===== config.mk =====
export PLATFORM = sky130hd
export DESIGN_NAME = fc_data_arbiter
export DESIGN_NICKNAME = d
export VERILOG_FILES = /design/src/rtl/fc_data_arbiter.sv
export SDC_FILE = /design/constraint.sdc
export NUM_CORES = 1
export LEC_CHECK = 0
export BUFFER_PORTS_ARGS = -buffer_cell sky130_fd_sc_hd__buf_2
export CAP_MARGIN = 20
export CORE_AREA = 2 2 126 128
export DETAILED_ROUTE_END_ITERATION = 12
export DIE_AREA = 0 0 128 130
export GPL_ROUTABILITY_DRIVEN = 0
export PLACE_DENSITY = 0.45
export SLEW_MARGIN = 40
export SYNTH_ARGS = -nofsm -noshare
export SYNTH_HDL_FRONTEND = slang
export SYNTH_SLANG_ARGS = --single-unit

===== constraint.sdc =====
create_clock -name clk_i -period 3.3 [get_ports clk_i]
set_input_delay 0.165 -clock clk_i [delete_from_list [all_inputs] [get_ports clk_i]]
set_output_delay 0.165 -clock clk_i [all_outputs]
set_load 0.03 [all_outputs]

===== src/rtl/fc_data_arbiter.sv =====
// fc_data_arbiter
// Two-master / one-slave in-order data-bus arbiter. Request phases from the
// CPU (m1) and the NVPE accelerator (m2) are arbitrated onto the single L2
// data master (s1). The ID of every accepted request is kept in a small FIFO
// so that each in-order response is routed back to the master that issued it.
//
// Build option:
//   FC_DATA_ARB_RR_EN defined   -> round-robin between the two masters
//   FC_DATA_ARB_RR_EN undefined -> fixed priority, m1 over m2
//
// Ports:
//   clk_i, rst_ni                 clock, asynchronous active-low reset
//   mX_req_i / mX_gnt_o           master request / grant (X = 1, 2)
//   mX_addr_i, mX_we_i, mX_be_i, mX_wdata_i   master request payload
//   mX_rvalid_o, mX_rdata_o       master response
//   s1_req_o / s1_gnt_i           slave request / grant
//   s1_addr_o, s1_we_o, s1_be_o, s1_wdata_o   muxed request payload
//   s1_rvalid_i, s1_rdata_i       slave response
//   outstanding_o                 ID FIFO occupancy
//   protocol_err_o                sticky: response seen with nothing outstanding
module fc_data_arbiter #(
    parameter int unsigned MAX_OUTSTANDING = 2,
    parameter int unsigned ADDR_WIDTH      = 32,
    parameter int unsigned DATA_WIDTH      = 32
) (
    input  logic                    clk_i,
    input  logic                    rst_ni,
    input  logic                    m1_req_i,
    output logic                    m1_gnt_o,
    input  logic [ADDR_WIDTH-1:0]   m1_addr_i,
    input  logic                    m1_we_i,
    input  logic [DATA_WIDTH/8-1:0] m1_be_i,
    input  logic [DATA_WIDTH-1:0]   m1_wdata_i,
    output logic                    m1_rvalid_o,
    output logic [DATA_WIDTH-1:0]   m1_rdata_o,
    input  logic                    m2_req_i,
    output logic                    m2_gnt_o,
    input  logic [ADDR_WIDTH-1:0]   m2_addr_i,
    input  logic                    m2_we_i,
    input  logic [DATA_WIDTH/8-1:0] m2_be_i,
    input  logic [DATA_WIDTH-1:0]   m2_wdata_i,
    output logic                    m2_rvalid_o,
    output logic [DATA_WIDTH-1:0]   m2_rdata_o,
    output logic                    s1_req_o,
    input  logic                    s1_gnt_i,
    output logic [ADDR_WIDTH-1:0]   s1_addr_o,
    output logic                    s1_we_o,
    output logic [DATA_WIDTH/8-1:0] s1_be_o,
    output logic [DATA_WIDTH-1:0]   s1_wdata_o,
    input  logic                    s1_rvalid_i,
    input  logic [DATA_WIDTH-1:0]   s1_rdata_i,
    output logic [3:0]              outstanding_o,
    output logic                    protocol_err_o
);

    localparam int unsigned BE_WIDTH = DATA_WIDTH / 8;
    localparam int unsigned PTR_W    = (MAX_OUTSTANDING > 1) ? $clog2(MAX_OUTSTANDING) : 1;
    localparam logic [3:0]       DEPTH    = 4'(MAX_OUTSTANDING);
    localparam logic [PTR_W-1:0] LAST_PTR = PTR_W'(MAX_OUTSTANDING - 1);

    typedef struct packed {
        logic [ADDR_WIDTH-1:0] addr;
        logic                  we;
        logic [BE_WIDTH-1:0]   be;
        logic [DATA_WIDTH-1:0] wdata;
    } req_t;

    req_t [1:0] mreq;
    logic [1:0] req_v;
    req_t       sel_req;

    assign mreq[0] = {m1_addr_i, m1_we_i, m1_be_i, m1_wdata_i};
    assign mreq[1] = {m2_addr_i, m2_we_i, m2_be_i, m2_wdata_i};
    assign req_v   = {m2_req_i, m1_req_i};

    // ------------------------------------------------------------------
    // State
    // ------------------------------------------------------------------
    logic                       lock_vld_q, lock_vld_d;
    logic                       lock_id_q, lock_id_d;
    logic [MAX_OUTSTANDING-1:0] id_mem_q;
    logic [PTR_W-1:0]           wptr_q, rptr_q;
    logic [3:0]                 cnt_q;
    logic                       err_q;
`ifdef FC_DATA_ARB_RR_EN
    logic                       last_q;   // ID of the master granted last
`endif

    logic sel_vld, sel_id;
    logic full, empty, push, pop, head_id;

    function automatic logic [PTR_W-1:0] ptr_inc(input logic [PTR_W-1:0] p);
        return (p == LAST_PTR) ? '0 : p + 1'b1;
    endfunction

    // ------------------------------------------------------------------
    // Selection: a stalled request keeps its master selected (lock) so the
    // payload on s1 stays stable until the slave accepts it.
    // ------------------------------------------------------------------
    always_comb begin
        sel_vld = 1'b0;
        sel_id  = 1'b0;
        if (lock_vld_q && req_v[lock_id_q]) begin
            sel_vld = 1'b1;
            sel_id  = lock_id_q;
        end else if (req_v == 2'b11) begin
            sel_vld = 1'b1;
`ifdef FC_DATA_ARB_RR_EN
            sel_id  = ~last_q;
`else
            sel_id  = 1'b0;
`endif
        end else if (req_v[0]) begin
            sel_vld = 1'b1;
            sel_id  = 1'b0;
        end else if (req_v[1]) begin
            sel_vld = 1'b1;
            sel_id  = 1'b1;
        end
        // Keep the request side quiet while reset is asserted, even if a
        // master already drives req.
        if (!rst_ni) begin
            sel_vld = 1'b0;
        end
    end

    assign full    = (cnt_q == DEPTH);
    assign empty   = (cnt_q == 4'd0);
    // Full blocks new requests even when a pop happens in the same cycle;
    // this keeps s1_req_o off the response path.
    assign s1_req_o = sel_vld & ~full;
    assign push     = s1_req_o & s1_gnt_i;
    assign pop      = s1_rvalid_i & ~empty;
    assign head_id  = id_mem_q[rptr_q];

    assign sel_req    = sel_vld ? mreq[sel_id] : '0;
    assign s1_addr_o  = sel_req.addr;
    assign s1_we_o    = sel_req.we;
    assign s1_be_o    = sel_req.be;
    assign s1_wdata_o = sel_req.wdata;

    assign m1_gnt_o = push & ~sel_id;
    assign m2_gnt_o = push &  sel_id;

    assign m1_rvalid_o = pop & ~head_id;
    assign m2_rvalid_o = pop &  head_id;
    assign m1_rdata_o  = s1_rdata_i;
    assign m2_rdata_o  = s1_rdata_i;

    assign outstanding_o  = cnt_q;
    assign protocol_err_o = err_q;

    // ------------------------------------------------------------------
    // Lock: set on a stalled request, released on handshake or when the
    // locked master withdraws its request.
    // ------------------------------------------------------------------
    always_comb begin
        lock_vld_d = lock_vld_q;
        lock_id_d  = lock_id_q;
        if (push || (lock_vld_q && !req_v[lock_id_q])) begin
            lock_vld_d = 1'b0;
        end
        if (s1_req_o && !s1_gnt_i) begin
            lock_vld_d = 1'b1;
            lock_id_d  = sel_id;
        end
    end

    always_ff @(posedge clk_i or negedge rst_ni) begin
        if (!rst_ni) begin
            lock_vld_q <= 1'b0;
            lock_id_q  <= 1'b0;
            id_mem_q   <= '0;
            wptr_q     <= '0;
            rptr_q     <= '0;
            cnt_q      <= 4'd0;
            err_q      <= 1'b0;
        end else begin
            lock_vld_q <= lock_vld_d;
            lock_id_q  <= lock_id_d;
            if (push) begin
                id_mem_q[wptr_q] <= sel_id;
                wptr_q           <= ptr_inc(wptr_q);
            end
            if (pop) begin
                rptr_q <= ptr_inc(rptr_q);
            end
            unique case ({push, pop})
                2'b10:   cnt_q <= cnt_q + 4'd1;
                2'b01:   cnt_q <= cnt_q - 4'd1;
                default: cnt_q <= cnt_q;
            endcase
            if (s1_rvalid_i && empty) begin
                err_q <= 1'b1;
            end
        end
    end

`ifdef FC_DATA_ARB_RR_EN
    always_ff @(posedge clk_i or negedge rst_ni) begin
        if (!rst_ni) begin
            last_q <= 1'b1;
        end else if (push) begin
            last_q <= sel_id;
        end
    end
`endif

endmodule


==> results of run 1 <==
-- cells in the mapped netlist (all sizes together) (2+ instances only) --
cell	count
buf	77
nor2	5
o31ai	2
a21oi	70
o21ai	3
xnor2	4
clkbuf	9
dfrtp	11
nand2	139
mux2	3
xor2	3
nor4	2
ha	3
nand2b	3
inv	3
-- what timing repair did --
item                                   in CTS  in global routing
setup endpoints to repair                   0                  0
setup buffers                               0                  0
endpoints found under the hold margin      11                  0
hold buffers                                1                  0
-- placed cells by master, fill, tap and decap left out, types with 2 or more instances in the layout --
master / instances
buf_4: 6
o21ai_0: 2
mux2_2: 2
nor2_1: 4
xnor2_1: 4
nor4_1: 2
nand2_1: 138
buf_2: 222
o31ai_1: 2
nand2b_1: 2
ha_1: 3
xor2_1: 3
inv_1: 3
a21oi_1: 70
dfrtp_1: 11
clkbuf_16: 3
-- state kept, by name, summed over array words and instances (netlist names) --
name	count
id_mem_q	2
lock_id_q	1
lock_vld_q	1
outstanding_o	4
protocol_err_o	1
rptr_q	1
wptr_q	1
-- critical path: cells and delay by family, from the launching register on --
kind	cells	cell delay, ns
compound gates	2	0.34
simple gates	2	0.65
flops	1	0.47
xor+xnor	3	0.41
fa+ha+maj	2	0.56
-- through the flow --
stage / cell area (um2) / util / setup WS [ns] / hold WS [ns]
3_5_place_dp: 2900 / 0.188 / 0.789 / 0.0896
4_1_cts: 2990 / 0.194 / 0.789 / 0.145
3_3_place_gp: 2900 / 0.188 / 0.800 / 0.0834
2_1_floorplan: 2070 / - / 0.819 / -0.131
5_1_grt: 2990 / 0.194 / 0.674 / 0.164
6_report: 2990 / 0.194 / 0.761 / 0.146
-- how the worst max path moves through the flow --
stage / to / cells after the start / slack [ns] / from
3_5_place_dp: outstanding_o[2]$_DFFE_PN0P_ / 9 / 0.79 / outstanding_o[0]$_DFFE_PN0P_
6_report: outstanding_o[2]$_DFFE_PN0P_ / 9 / 0.76 / outstanding_o[0]$_DFFE_PN0P_
5_1_grt: outstanding_o[2]$_DFFE_PN0P_ / 9 / 0.67 / outstanding_o[0]$_DFFE_PN0P_
3_3_place_gp: outstanding_o[2]$_DFFE_PN0P_ / 9 / 0.80 / outstanding_o[0]$_DFFE_PN0P_
2_1_floorplan: outstanding_o[2]$_DFFE_PN0P_ / 9 / 0.82 / outstanding_o[0]$_DFFE_PN0P_
4_1_cts: outstanding_o[2]$_DFFE_PN0P_ / 9 / 0.79 / outstanding_o[0]$_DFFE_PN0P_
-- power groups by stage --
| stage | Sequential (W) | Combinational, W | Clock (W) |
|---|---|---|---|
| 2_1_floorplan | 0.000312 | 0.000578 | 0 |
| 3_3_place_gp | 0.000270 | 0.000734 | 0 |
| 3_5_place_dp | 0.000270 | 0.000728 | 0 |
| 4_1_cts | 0.000268 | 0.000733 | 0.000233 |
| 5_1_grt | 0.000281 | 0.000800 | 0.000240 |
| 6_report | 0.000270 | 0.000721 | 0.000228 |
-- cells by family after synthesis --
logic type,count (synthesis),share of synthesized area
xor gates and xnor gates,7,0.0296
and+or+nand+nor,156,0.304
buffers and inverters,89,0.285
muxes,4,0.0229
AOI/OAI and AO/OA,80,0.208
DFF,11,0.133
adders and majority gates,3,0.0181
-- layout make-up --
cell class | instances | share of cell area
clock buffers | 4 | 0.0263
inverters | 3 | 0.00376
multi-input cells | 250 | 0.408
flip-flops and latches | 11 | 0.0920
well taps | 192 | 0.0803
repair buffers | 229 | 0.390
-- layer usage --
layer  wire (um)  track usage  vias to the layer above
li1            -            -                     1360
met1        3580        0.114                     1154
met2        3940        0.151                      108
met3         604       0.0160                       38
met4         357       0.0478                        0
met5           0            0                        -
==> metrics.md, run 1 <==
| Metric | Value |
|---|---|
| Synth top area share | 0.252 |
| Slew @ Worst Pin | approximately 0.5 ns |
| TNS Setup | 0 ns |
| Path type of the worst setup path | flip-flop to flip-flop |
| Sequential area share after synthesis | 0.133 |
| DR vias/cell | roughly 3.9 |
| Cell Count, Final, Fillers Out | 689 |
| Rows | 46 |
| Logic pwr share | 0.592 |
| Clock Skew | about 0.0024 ns |
| Final Max Slew Viols | 0 |
| Top cells by area, synth | nand2_1 (25%), buf_4 (23%), a21oi_1 (17%) |
| Synth area leader | nand2_1 |
| Pint | 0.000635 W |
| Reg-to-reg critical path endpoint | outstanding_o[2]$_DFFE_PN0P_ |
| Worst-path clk slew | 0.04 ns |
| VDD IR-drop max | between 0.0004 and 0.0005 V |
| Initial core utilization | 0.134 |
| Number of DRC markers in iteration 0 | approximately 110 |
| Max-Cap Viols | 0 |
| Clk pwr share | 0.187 |
| Post-layout nets | 677 |
| Hold EP | protocol_err_o$_DFFE_PN0P_ |
| Drt pass-1 iters | 4 |
| Yosys warnings | 0 |
| Total Wirelength | around 8500 um |
| CTS root buffer | clkbuf_16 |
| Synthesized Nets | approximately 530 |
| Grt total ovfl | 0 |
| I/O pin count | 319 |
| Pin count of the biggest net entering global routing | between 40 and 50 |
| Critical path fanouts, max | 9 |
| Die width | between 100 and 150 um |
| Port Buffer Count | around 220 |
| GR Util All Layers | 0.0913 |
| Initial antenna violation count | 0 |
| Global-route wire length before repair | 12300 um |
| Clk sink count | 11 |
| Dpl cells | 684 |
| CTS tree | done |
| WP data required | 3.42 ns |
| Sequential share of power | 0.221 |
| CTS Buf Count | 3 |
| Clk buf depth | 2 |
| Core Region | approximately 15000 um2 |
| DRC | 0 |
| Wirelength per Cell | around 12 um |
| Hold_sp | s1_rvalid_i |
| Ys async rst share | 1.00 |
| Status | complete, no violations |
| Fin. Hold Viols | 0 |
| Post-DRT Antenna Nets | 0 |
| Layout cells sized above 1 | 0.489 |
| Avg Cell Area, Syn | between 5 and 6 um2 |
| Max H-tree Level | 1 |
| CP Capture Type | flip-flop |
| Area grow syn2layout | 44.4% |
| Worst R2R Start | outstanding_o[0]$_DFFE_PN0P_ |
| Max Freq | 394 MHz |
| Die ar. | approximately 17000 um2 |
| Antenna cells | 0 |
| Clock insertion delay at the later pin of the skew report | 0.24 ns |
| Power Total | 0.00122 W |
| #FFs+latches synth | 11 |
| FF+latch area | 275 um2 |
| WP data arrival | around 2.7 ns |
| Most used cell, CP | xor2_1 |
| Final HPWL DP | approximately 6700 um |
| CP max stage cell | or4b_4 |
| EDFF count, synth | 0 |
| LEAKAGE | ~1.7 nW |
| Fill count | 1825 |
| Post-synth top flop | dfrtp_1 |
| Slowest Stage Delay on Critical Path | 0.59 ns |
| Area of the multi-input gates | between 1000 and 1500 um2 |
| Min-Delay Path Depth | 2 |
| Hold WC Path Type | input port to flip-flop |
| CP startpoint kind | flip-flop |
| RSZ-0062 raised after global routing | no |
| Post-synthesis cell count | between 300 and 400 |
| Final worst path period share | 0.769 |
| Die Y | 130 um |
| Vias in the first global route | around 2400 |
| CP cell instances | or4b_4 -> o2111ai_2 -> ha_1 -> xor2_1 -> ha_1 -> a21oi_1 -> xor2_1 -> nor2_1 -> xor2_1 |
| R2R cell count | 9 |
| Net Sw Frac | 0.479 |
| Yosys cell types | 33 |
| Vias | 2660 |
| Tmin final | 2.54 ns |
| Netlist Area Pre-Place | around 2100 um2 |
| FF-to-FF setup slack | approximately 0.76 ns |
| Slew HR | 0.668 |
| PwrDens | around 410 nW/um2 |
| Sw power | about 0.00058 W |
| Final Setup Violations | 0 |
| Post-CTS Resized | 0 |
No activity file was read; power rests on OpenSTA's default activity.
==> run 2: changes to the inputs <==
==> constraint.sdc (replaced) <==
create_clock -name clk_i -period 2.45 [get_ports clk_i]
set_input_delay 0.1225 -clock clk_i [delete_from_list [all_inputs] [get_ports clk_i]]
set_output_delay 0.1225 -clock clk_i [all_outputs]
set_load 0.03 [all_outputs]
==> run 2 against run 1 <==
  * Wire length grew 3.1%
  * Non-clock buffer count grew 5
  * Die area is the same
  * Worst hold slack worse by 0.041 ns
  * Critical path type unchanged
  * Largest power group unchanged
==> metrics.md, run 2 (synthesis results as in run 1) <==
| Metric | Value |
|---|---|
| Clk buf depth | 2 |
| Core Region | 15400 um2 |
| WP data arrival | 2.42 ns |
| Met2 Usage GRT | 0.162 |
| Final HPWL DP | ~7300 um |
| Hold_sp | s1_rvalid_i |
| Reg-to-reg critical path endpoint | outstanding_o[2]$_DFFE_PN0P_ |
| PwrDens | ~540 nW/um2 |
| R2R cell count | 9 |
| Pin count of the biggest net entering global routing | 39 |
| Clock insertion delay at the later pin of the skew report | between 0.2 and 0.25 ns |
| Final Core Density | 0.199 |
| Total Wirelength | between 8000 and 9000 um |
| Sequential share of power | 0.218 |
| Most frequent cells in the layout | buf_2 (222), nand2_1 (138), a21oi_1 (70) |
| Min-Delay Path Depth | 2 |
| Path type of the worst setup path | flip-flop to flip-flop |
| Pint | slightly below 0.0009 W |
| Sw power | between 0.0007 and 0.0008 W |
| Area grow syn2layout | 48.0% |
| Slew HR | 0.703 |
| Most common cell after layout, fill and taps aside | buf_2 |
| I/O pin count | 319 |
| Status | complete, no violations |
| FF-to-FF setup slack | around 0.15 ns |
| Vias in the first global route | between 2000 and 2500 |
| Hold EP | protocol_err_o$_DFFE_PN0P_ |
| Clk pwr share | 0.181 |
| CTS root buffer | clkbuf_16 |
| Dpl cells | 689 |
| Tmin final | roughly 2.3 ns |
| Wirelength per Cell | between 10 and 15 um |
| CP Capture Type | flip-flop |
| Hold_ws | between 0.1 and 0.15 ns |
| Slew @ Worst Pin | roughly 0.44 ns |
| LEAKAGE | roughly 1.7 nW |
| TNS Setup | 0 ns |
| Final Setup Violations | 0 |
| Clock Skew | about 0.0022 ns |
| Global-route wire length before repair | around 13000 um |
| Rows | 46 |
| Die ar. | 16600 um2 |
| Post-layout nets | between 600 and 700 |
| Met3 usage | 0.0168 |
| GR Util All Layers | 0.0937 |
| Worst-path clk slew | roughly 0.04 ns |
| Vias | approximately 2700 |
| Hold WC Path Type | input port to flip-flop |
| Final Max Slew Viols | 0 |
| Max Freq | between 400 and 500 MHz |
| Post-DRT Antenna Nets | 0 |
| Antenna cells | 0 |
| DR vias/cell | roughly 3.8 |
| Max-Cap Viols | 0 |
| Number of DRC markers in iteration 0 | around 100 |
| Initial core utilization | 0.134 |
| Final worst path period share | 0.941 |
| Fin. Hold Viols | 0 |
| Net Sw Frac | 0.472 |
| CTS Buf Count | 3 |
| Max H-tree Level | 1 |
| CTS tree | done |
| Grt total ovfl | 0 |
| Die Y | between 100 and 150 um |
| Logic pwr share | 0.601 |
| Initial antenna violation count | 0 |
| Worst R2R Start | outstanding_o[0]$_DFFE_PN0P_ |
| Clk sink count | 11 |
| Die width | ~130 um |
| DRC | 0 |
| GRT Max-Usage Layer | met2 |
| Met1 Use GR | 0.111 |
| Cell Count, Final, Fillers Out | between 600 and 700 |
| WP data required | between 2 and 3 ns |
| CP startpoint kind | flip-flop |
| Critical path fanouts, max | 8 |
| Max reg flops | 4 |
| Drt pass-1 iters | 4 |
| Layout cells sized above 1 | 0.498 |
| VDD IR-drop max | roughly 0.00034 V |
| Port Buffer Count | 222 |
| RSZ-0062 raised after global routing | no |
## run 2: metal layers
layer  wire length (um)  up-vias
met5                  0        -
met4                384        0
met3                647       34
met2               4140      111
met1               3570     1138
li1                   -     1371
## run 2: timing repair
| item | in CTS | in global routing |
|---|---|---|
| hold buffers | 1 | 0 |
| resized for setup | 0 | 0 |
| buffers inserted | 0 | 0 |
| endpoints found under the hold margin | 11 | 0 |
## run 2: worst max-delay path, stage by stage, from the launching register on
cell and delay [ns]:
dfrtp_2 0.45, or4b_4 0.58, o2111ai_2 0.11, ha_2 0.28, xor2_1 0.08, ha_1 0.18, a21oi_1 0.14, xor2_1 0.16
nor2_1 0.07, xor2_1 0.14
## run 2: worst max-delay path by stage
stage | from | end | slack (ns) | depth (start not counted)
after CTS | outstanding_o[0]$_DFFE_PN0P_ | outstanding_o[2]$_DFFE_PN0P_ | 0.12 | 9
after detailed placement | outstanding_o[0]$_DFFE_PN0P_ | outstanding_o[2]$_DFFE_PN0P_ | 0.13 | 9
final | outstanding_o[0]$_DFFE_PN0P_ | outstanding_o[2]$_DFFE_PN0P_ | 0.15 | 9
after floorplan | outstanding_o[1]$_DFFE_PN0P_ | outstanding_o[2]$_DFFE_PN0P_ | 0.01 | 9
after global routing | outstanding_o[1]$_DFFE_PN0P_ | outstanding_o[3]$_DFFE_PN0P_ | 0.03 | 8
after global placement | outstanding_o[0]$_DFFE_PN0P_ | outstanding_o[2]$_DFFE_PN0P_ | 0.15 | 9
## run 2: area by class of cell
| class | instances | area, um2 |
|---|---|---|
| flip-flops and latches | 11 | 277 |
| repair buffers | 234 | 1240 |
| clock buffers | 4 | 78.8 |
| fillers | 1807 | 12400 |
| multi-input cells | 250 | 1220 |
| well taps | 192 | 240 |
| inverters | 3 | 11.3 |
## run 2: power groups by stage
stage	combinational [W]	clock, W	sequential (W)
after floorplan	0.000779	0	0.000423
after global placement	0.00101	0	0.000364
after detailed placement	0.00101	0	0.000366
after CTS	0.00102	0.000308	0.000363
after global routing	0.00109	0.000318	0.000379
final	0.000997	0.000300	0.000362
## run 2: metrics by stage
step / power [W] / setup WS (ns) / cell area (um2)
2_1_floorplan: 0.00120 / 0.0147 / 2080
3_5_place_dp: 0.00138 / 0.131 / 2980
4_1_cts: 0.00169 / 0.123 / 3070
3_3_place_gp: 0.00137 / 0.152 / 2960
5_1_grt: 0.00179 / 0.0255 / 3070
6_report: 0.00166 / 0.146 / 3070
==> run 3: changes to the inputs <==
--- a/config.mk
+++ b/config.mk
@@ -7,11 +7,12 @@
 export LEC_CHECK = 0
 export BUFFER_PORTS_ARGS = -buffer_cell sky130_fd_sc_hd__buf_2
 export CAP_MARGIN = 20
-export CORE_AREA = 2 2 126 128
+export CORE_AREA = 2 2 125 127
 export DETAILED_ROUTE_END_ITERATION = 12
-export DIE_AREA = 0 0 128 130
+export DIE_AREA = 0 0 127 129
 export GPL_ROUTABILITY_DRIVEN = 0
-export PLACE_DENSITY = 0.45
+export PLACE_DENSITY = 0.47
+export RECOVER_POWER = 25
 export SLEW_MARGIN = 40
 export SYNTH_ARGS = -nofsm -noshare
 export SYNTH_HDL_FRONTEND = slang
==> constraint.sdc (replaced) <==
create_clock -name clk_i -period 1.89 [get_ports clk_i]
set_input_delay 0.0945 -clock clk_i [delete_from_list [all_inputs] [get_ports clk_i]]
set_output_delay 0.0945 -clock clk_i [all_outputs]
set_load 0.03 [all_outputs]
==> run 3 against run 2 <==
  * The run now ends with setup timing left
  * Power grew 46%
  * Combinational power rose by 60%
  * Worst setup slack got worse by 0.39 ns
  * Critical endpoint unchanged
  * Largest power group unchanged
==> metrics.md, run 3 (synthesis results as in run 1) <==
| Metric | Value |
|---|---|
| LEAKAGE | ~1.8 nW |
| Fin. Hold Viols | 0 |
| Final worst path period share | 1.13 |
| Post-DRT Antenna Nets | 0 |
| Pin count of the biggest net entering global routing | just over 40 |
| CTS root buffer | clkbuf_16 |
| Most common cell after layout, fill and taps aside | buf_2 |
| Grt total ovfl | 0 |
| Clk buf depth | 2 |
| CP Capture Type | flip-flop |
| Power Total | ~0.0024 W |
| TNS Setup | -0.565 ns |
| Max reg flops | 4 |
| Post-layout nets | 694 |
| RSZ-0062 raised after global routing | yes |
| Initial core utilization | 0.138 |
| CTS Buf Count | 3 |
| Die ar. | 16400 um2 |
| Failing checks | setup timing |
| Global-route wire length before repair | around 14000 um |
| WP data arrival | ~2.3 ns |
| Wirelength per Cell | roughly 14 um |
| Slew @ Worst Pin | slightly below 0.8 ns |
| Critical path fanouts, max | 4 |
| Most used cell, CP | xor2_1 |
| Path type of the worst setup path | flip-flop to flip-flop |
| Die width | 127 um |
| Status | finished, violations left |
| Layout cells sized above 1 | 0.539 |
| Port Buffer Count | 222 |
| CP startpoint kind | flip-flop |
| VDD IR-drop max | slightly above 0.0006 V |
| Rows | between 40 and 50 |
| Area grow syn2layout | 60.3% |
| CTS tree | done |
| Clock Skew | around 0.0021 ns |
| Max Freq | 469 MHz |
| Slowest Stage Delay on Critical Path | roughly 0.56 ns |
| Tmin final | 2.13 ns |
| GR Util All Layers | 0.104 |
| Logic pwr share | 0.659 |
| WP data required | ~2.1 ns |
| Number of DRC markers in iteration 0 | 100 |
| Worst-path clk slew | 0.04 ns |
| Clk sink count | 11 |
| Total Wirelength | 9710 um |
| DRC | 0 |
| Clk pwr share | 0.158 |
| Slew HR | 0.481 |
| Core Region | between 10000 and 15000 um2 |
| Sw power | 0.00110 W |
| Most frequent cells in the layout | buf_2 (217), nand2_1 (138), a21oi_1 (65) |
| Final HPWL DP | between 7000 and 8000 um |
| DR vias/cell | between 3 and 4 |
| Drt pass-1 iters | 4 |
| Hold WC Path Type | input port to flip-flop |
| CP cell instances | or4b_4 -> o2111ai_4 -> ha_4 -> xor2_1 -> ha_1 -> a21oi_2 -> xor2_1 -> nor2_1 -> xor2_1 |
| Pint | 0.00132 W |
| PnR worst setup slack | -0.241 ns |
| CP max stage cell | or4b_4 |
| Max H-tree Level | 1 |
| Vias | between 2000 and 3000 |
| Antenna cells | 0 |
| PwrDens | between 700 and 800 nW/um2 |
| Net Sw Frac | 0.454 |
| Die Y | ~130 um |
| Clock insertion delay at the later pin of the skew report | between 0.2 and 0.25 ns |
| Vias in the first global route | between 2000 and 3000 |
| Final Max Slew Viols | 0 |
| Initial antenna violation count | 0 |
| I/O pin count | 319 |
| Final Setup Violations | 3 |
| Max-Cap Viols | 0 |
| Sequential share of power | 0.183 |
run 3: repair_timing:
action	in CTS	in global routing
endpoints found under the hold margin	11	0
pin swaps	5	1
setup endpoints to repair	4	11
hold buffers	1	0
resized for setup	7	14
buffers inserted	1	1
gates cloned	0	1
run 3: per-stage QoR:
stage / util / cells / worst slack [ns] / area, um2 / hold WS (ns)
final: 0.222 / 702 / -0.241 / 3320 / 0.117
after global routing: 0.222 / 702 / -0.413 / 3320 / 0.125
after CTS: 0.216 / 700 / -0.249 / 3230 / 0.0815
after detailed placement: 0.208 / 694 / -0.259 / 3110 / 0.107
after global placement: 0.208 / 694 / -0.261 / 3110 / 0.108
after floorplan: - / 350 / -0.350 / 2120 / -0.201
run 3: metal layers:
| metal | wire [um] | share of wire | global-route usage |
|---|---|---|---|
| met4 | 322 | 0.033 | 0.0427 |
| met3 | 818 | 0.084 | 0.0225 |
| met1 | 4160 | 0.43 | 0.131 |
| met5 | 0 | 0 | 0 |
| met2 | 4410 | 0.45 | 0.173 |
run 3: worst paths after layout:
kind / startpoint / to / slack, ns / depth (start not counted)
setup / recovery: outstanding_o[0]$_DFFE_PN0P_ / outstanding_o[2]$_DFFE_PN0P_ / -0.24 / 9
hold / removal: s1_rvalid_i / protocol_err_o$_DFFE_PN0P_ / 0.12 / 2
setup reg to reg: outstanding_o[0]$_DFFE_PN0P_ / outstanding_o[2]$_DFFE_PN0P_ / -0.24 / 9
hold reg to reg: protocol_err_o$_DFFE_PN0P_ / protocol_err_o$_DFFE_PN0P_ / 0.46 / 1
max in group asynchronous: rst_ni / outstanding_o[3]$_DFFE_PN0P_ / 0.95 / 3
min in group asynchronous: rst_ni / protocol_err_o$_DFFE_PN0P_ / 0.56 / 3
run 3: final cells by class:
class / instances / area [um2]
Multi-Input combinational cell: 250 / 1320
Inverter: 3 / 11.3
Sequential cell: 11 / 280
Fill cell: 1747 / 11700
Clock buffer: 4 / 78.8
Timing Repair Buffer: 246 / 1390
Tap cell: 188 / 235
run 3: critical path, delay by kind of cell (launching register included):
family,cells,cell delay (ns)
AOI/OAI and AO/OA,2,0.15
adders and majority gates,2,0.37
DFF,1,0.41
and+or+nand+nor,2,0.67
xor gates and xnor gates,3,0.45
run 3: power by group through the flow:
| stage | clock [W] | combinational, W | sequential (W) |
|---|---|---|---|
| global placement | 0 | 0.00152 | 0.000434 |
| floorplan | 0 | 0.00104 | 0.000557 |
| finish | 0.000383 | 0.00160 | 0.000443 |
| CTS | 0.000395 | 0.00155 | 0.000442 |
| global route | 0.000409 | 0.00174 | 0.000461 |
| detailed placement | 0 | 0.00151 | 0.000436 |
